File: src/rtl/if_id_queue.sv
// Instruction queue between fetch and decode: a small FIFO of (pc, inst) pairs
// with a valid/ready handshake toward decode and a single-cycle branch flush.
module if_id_queue #(
  parameter int ADDR_WIDTH = 16,
  parameter int DATA_WIDTH = 32,
  parameter int DEPTH      = 4
) (
  input  logic                   clk,
  input  logic                   rst,
  input  logic                   flush,
  input  logic                   in_valid,
  input  logic [ADDR_WIDTH-1:0]  in_pc,
  input  logic [DATA_WIDTH-1:0]  in_inst,
  output logic                   in_ready,
  output logic                   out_valid,
  output logic [ADDR_WIDTH-1:0]  out_pc,
  output logic [DATA_WIDTH-1:0]  out_inst,
  input  logic                   out_ready,
  output logic [$clog2(DEPTH):0] count
);

  localparam int PTR_W = $clog2(DEPTH);
  localparam int CNT_W = PTR_W + 1;

  logic [ADDR_WIDTH-1:0] mem_pc   [DEPTH];
  logic [DATA_WIDTH-1:0] mem_inst [DEPTH];
  logic [PTR_W-1:0]      wr_ptr;
  logic [PTR_W-1:0]      rd_ptr;
  logic [CNT_W-1:0]      count_q;
  logic                  push;
  logic                  pop;

  // Full/empty come only from the registered count, so in_ready never sees out_ready.
  assign in_ready  = (count_q != CNT_W'(DEPTH));
  assign out_valid = (count_q != '0);
  assign push      = in_valid && in_ready && !flush;
  assign pop       = out_valid && out_ready && !flush;
  assign count     = count_q;

  assign out_pc   = out_valid ? mem_pc[rd_ptr]   : '0;
  assign out_inst = out_valid ? mem_inst[rd_ptr] : '0;

  always_ff @(posedge clk) begin
    if (rst) begin
      wr_ptr  <= '0;
      rd_ptr  <= '0;
      count_q <= '0;
    end else if (flush) begin
      wr_ptr  <= '0;
      rd_ptr  <= '0;
      count_q <= '0;
    end else begin
      if (push) wr_ptr <= wr_ptr + PTR_W'(1);
      if (pop)  rd_ptr <= rd_ptr + PTR_W'(1);
      count_q <= count_q + CNT_W'(push) - CNT_W'(pop);
    end
  end

  // Storage is never reset; stale slots are masked by count.
  always_ff @(posedge clk) begin
    if (push) begin
      mem_pc[wr_ptr]   <= in_pc;
      mem_inst[wr_ptr] <= in_inst;
    end
  end

endmodule

File: config.mk
export PLATFORM = sky130hd
export DESIGN_NAME = if_id_queue
export DESIGN_NICKNAME = d
export VERILOG_FILES = /design/src/rtl/if_id_queue.sv
export SDC_FILE = /design/constraint.sdc
export NUM_CORES = 1
export LEC_CHECK = 0
export CAP_MARGIN = 20
export CELL_PAD_IN_SITES_DETAIL_PLACEMENT = 1
export CELL_PAD_IN_SITES_GLOBAL_PLACEMENT = 1
export CORE_MARGIN = 4
export CORE_UTILIZATION = 49
export CTS_BUF_LIST = sky130_fd_sc_hd__clkbuf_8
export CTS_CLUSTER_DIAMETER = 80
export DETAILED_ROUTE_END_ITERATION = 7
export GPL_ROUTABILITY_DRIVEN = 0
export MAX_ROUTING_LAYER = met4
export PLACE_DENSITY_LB_ADDON = 0.1
export SLEW_MARGIN = 20
export SYNTH_ARGS = -nofsm -noshare
export SYNTH_HDL_FRONTEND = slang
export SYNTH_SLANG_ARGS = --single-unit
File: constraint.sdc
create_clock -name clk -period 3 [get_ports clk]
set_clock_uncertainty 0.1 [all_clocks]
set_input_delay 0.45 -clock clk [delete_from_list [all_inputs] [get_ports clk]]
set_output_delay 0.45 -clock clk [all_outputs]
set_load 0.05 [all_outputs]
==> results.py <==
metrics = {
    "floorplan": {
        "dieArea_um2": 17900,
        "die_y_um": 134,
        "die_w_um": 134,
        "coreArea_um2": 15300,
        "io_pins": 106,
        "rows": 45,
        "start_util": 0.505,
    },
    "timing": {
        "fin_setup_tns_ps": 0,
        "hold_viol_final": 0,
        "rsz0062_at_grt": "no",
        "post-route-period-util": 0.944,
        "period_needed_ps": 2830,
        "worst_slew_pin_slew_ps": 513,
        "fmax_ghz": 0.353,
        "finalSetupViolations": 0,
        "slew-limit-headroom": 0.657,
        "report.final.slew_viol_count": 0,
    },
    "worst_setup_path": {
        "critPathLaunchType": "flip-flop",
        "worstPathRequired_ps": 2450,
        "setup.worst_path.end_class": "primary output",
        "crit_type": "flip-flop to primary output",
        "path_max_fanout": 49,
        "arrival_ps": 2280,
    },
    "logic_synthesis": {
        "synth_area_leader_cell": "edfxtp_1",
        "synth_area_um2": 7730,
        "synth_cell_type_count": 27,
        "synth_common_cells": "edfxtp_1 (192), mux4_2 (48), nor2b_1 (42), dfxtp_1 (9)",
        "synth_async_sr_flop_share": 0,
        "syn_nets": 414,
        "synth_most_common_cell": "edfxtp_1",
        "synth-seq-cells": 201,
        "avgSynthCellArea_um2": 21.8,
        "synthTopCellsByArea": "edfxtp_1 (75%), mux4_2 (14%), nor2b_1 (3.4%)",
        "syn_inst": 354,
        "synth.yosys.seq_area_share": 0.769,
        "synth_edf_count": 192,
        "synth_ff_type": "edfxtp_1",
        "post-synth-top-area-fraction": 0.746,
        "ys_warn_count": 0,
    },
    "power_and_ir_drop": {
        "p_int_mw": 4.34,
        "leakage_nw": 3.31,
        "p_comb_frac": 0.073,
        "p_sw_mw": 1.22,
        "peakVddDrop_mv": 0.476,
        "p_per_area_nw_per_um2": 577,
        "clkPwrFrac": 0.365,
        "switching_share": 0.219,
        "pwr-share-seq": 0.563,
    },
    "grt": {
        "grt_pass1_vias": 4393,
        "antenna_found_initial": 0,
        "grt_start_max_net_pins": 50,
        "grt-ovfl-total": 0,
        "grt_pass1_wl_mm": 24.7,
        "track_usage": 0.184,
    },
    "place": {
        "dp_hpwl_mm": 9.21,
        "port_buffers": 105,
    },
    "hold_path": {
        "hold_path_class": "flip-flop to flip-flop",
    },
    "detailed_routing": {
        "route.detailed.drc": 0,
        "via_per_inst": 5.27,
        "ant_nets": 0,
        "wire_per_inst_um": 21.0,
        "vias": 3840,
        "first_pass_iters": 4,
        "wl_mm": 15.3,
        "dr.first_iter.drc_count": 282,
    },
    "cells_and_area": {
        "nets": 554,
        "utilization": 0.630,
        "antenna_cells": 0,
        "drive_gt1_frac": 0.273,
        "area_growth_pct": 24.7,
    },
    "clock_tree": {
        "htreeDepth": 1,
        "clockRootBuffer": "clkbuf_8",
        "cts_sinks": 201,
        "clockBufferDepth": 3,
        "cts_tree": "built",
        "cts_buffers": 31,
        "postCtsHoldBufs": 0,
        "clock_latency_ps": 530,
        "clk_pin_slew_worst_paths_ps": 60,
    },
    "status": {
        "outcome": "finished clean",
    },
    "job": {
        "cap_viol_max_count": 0,
    },
}
-- worst paths after layout --
path	cells past startpoint	start	to	slack, ps
setup / recovery	4	count[1]	out_valid	170
hold / removal	2	wr_ptr[0]	wr_ptr[0]	400
setup reg to reg	11	count[1]	count[2]	490
hold reg to reg	2	wr_ptr[0]	wr_ptr[0]	400
-- flip-flops by register name (all words and copies together), names as in the netlist, named ones only --
name and cells:
mem_pc 64, wr_ptr 2, mem_inst 128, rd_ptr 2, count 3
-- cells by family (layout without fill, tap and decap cells) --
kind of cell    Yosys count  in the layout  synth area share
mux                      48             48             0.140
flops                   201            201             0.769
simple gates             68             68            0.0557
xor+xnor                  4              4           0.00453
buf+inv                  22            185            0.0152
compound gates            4              4           0.00340
fa+ha+maj                 7              7            0.0123
-- cells in the final DEF, fill, tap and decap left out, types with 7 or more instances in the layout --
cell / netlist / routed
clkdlybuf4s50_1: 0 / 57
nor2b_1: 42 / 42
edfxtp_1: 192 / 192
and2b_1: 7 / 7
buf_4: 2 / 39
inv_1: 6 / 19
dlygate4sd2_1: 0 / 20
clkbuf_8: 0 / 35
mux4_2: 48 / 48
-- layer usage --
metal	part of all wire	GRT usage
met3	0.047	0.0370
met5	0	-
met1	0.42	0.237
met4	0.014	0.0463
met2	0.51	0.306
-- cell type report --
type	instances	area [um2]
clock buffer	35	482
clock inverter	21	82.6
fill	1329	5670
inverter	6	22.5
multi-input combinational	131	1680
sequential	201	5950
tap	211	264
timing repair buffer	123	1160
-- timing repair --
item / CTS / global route
setup buffers: 3 / 0
gates resized for setup: 21 / 0
endpoints found under the setup margin: 45 / 0
-- critical path, cell delays in order (launching register included) --
cell             delay [ps]
dfxtp_1                 410
nor3_4                  260
buf_12                  270
inv_1                    80
clkdlybuf4s50_1         700
-- power groups by stage --
stage	combinational [mW]	clock [mW]	sequential [mW]
floorplan	0.218	0	3.19
global placement	0.403	0	3.19
detailed placement	0.414	0	3.19
CTS	0.412	2.10	3.13
global route	0.432	2.24	3.13
finish	0.405	2.03	3.13
-- per-stage QoR --
| step | worst slack (ps) | area, um2 | hold WS (ps) | cells | power (mW) |
|---|---|---|---|---|---|
| after floorplan | 0.567 | 7740 | 369 | 354 | 3.41 |
| after global routing | 30.4 | 9640 | 424 | 728 | 5.81 |
| after global placement | 241 | 9070 | 397 | 669 | 3.59 |
| after CTS | 81.3 | 9640 | 413 | 728 | 5.64 |
| after detailed placement | 174 | 9070 | 404 | 669 | 3.61 |
| final | 167 | 9640 | 404 | 728 | 5.56 |
(Power assumes the default switching activity.)
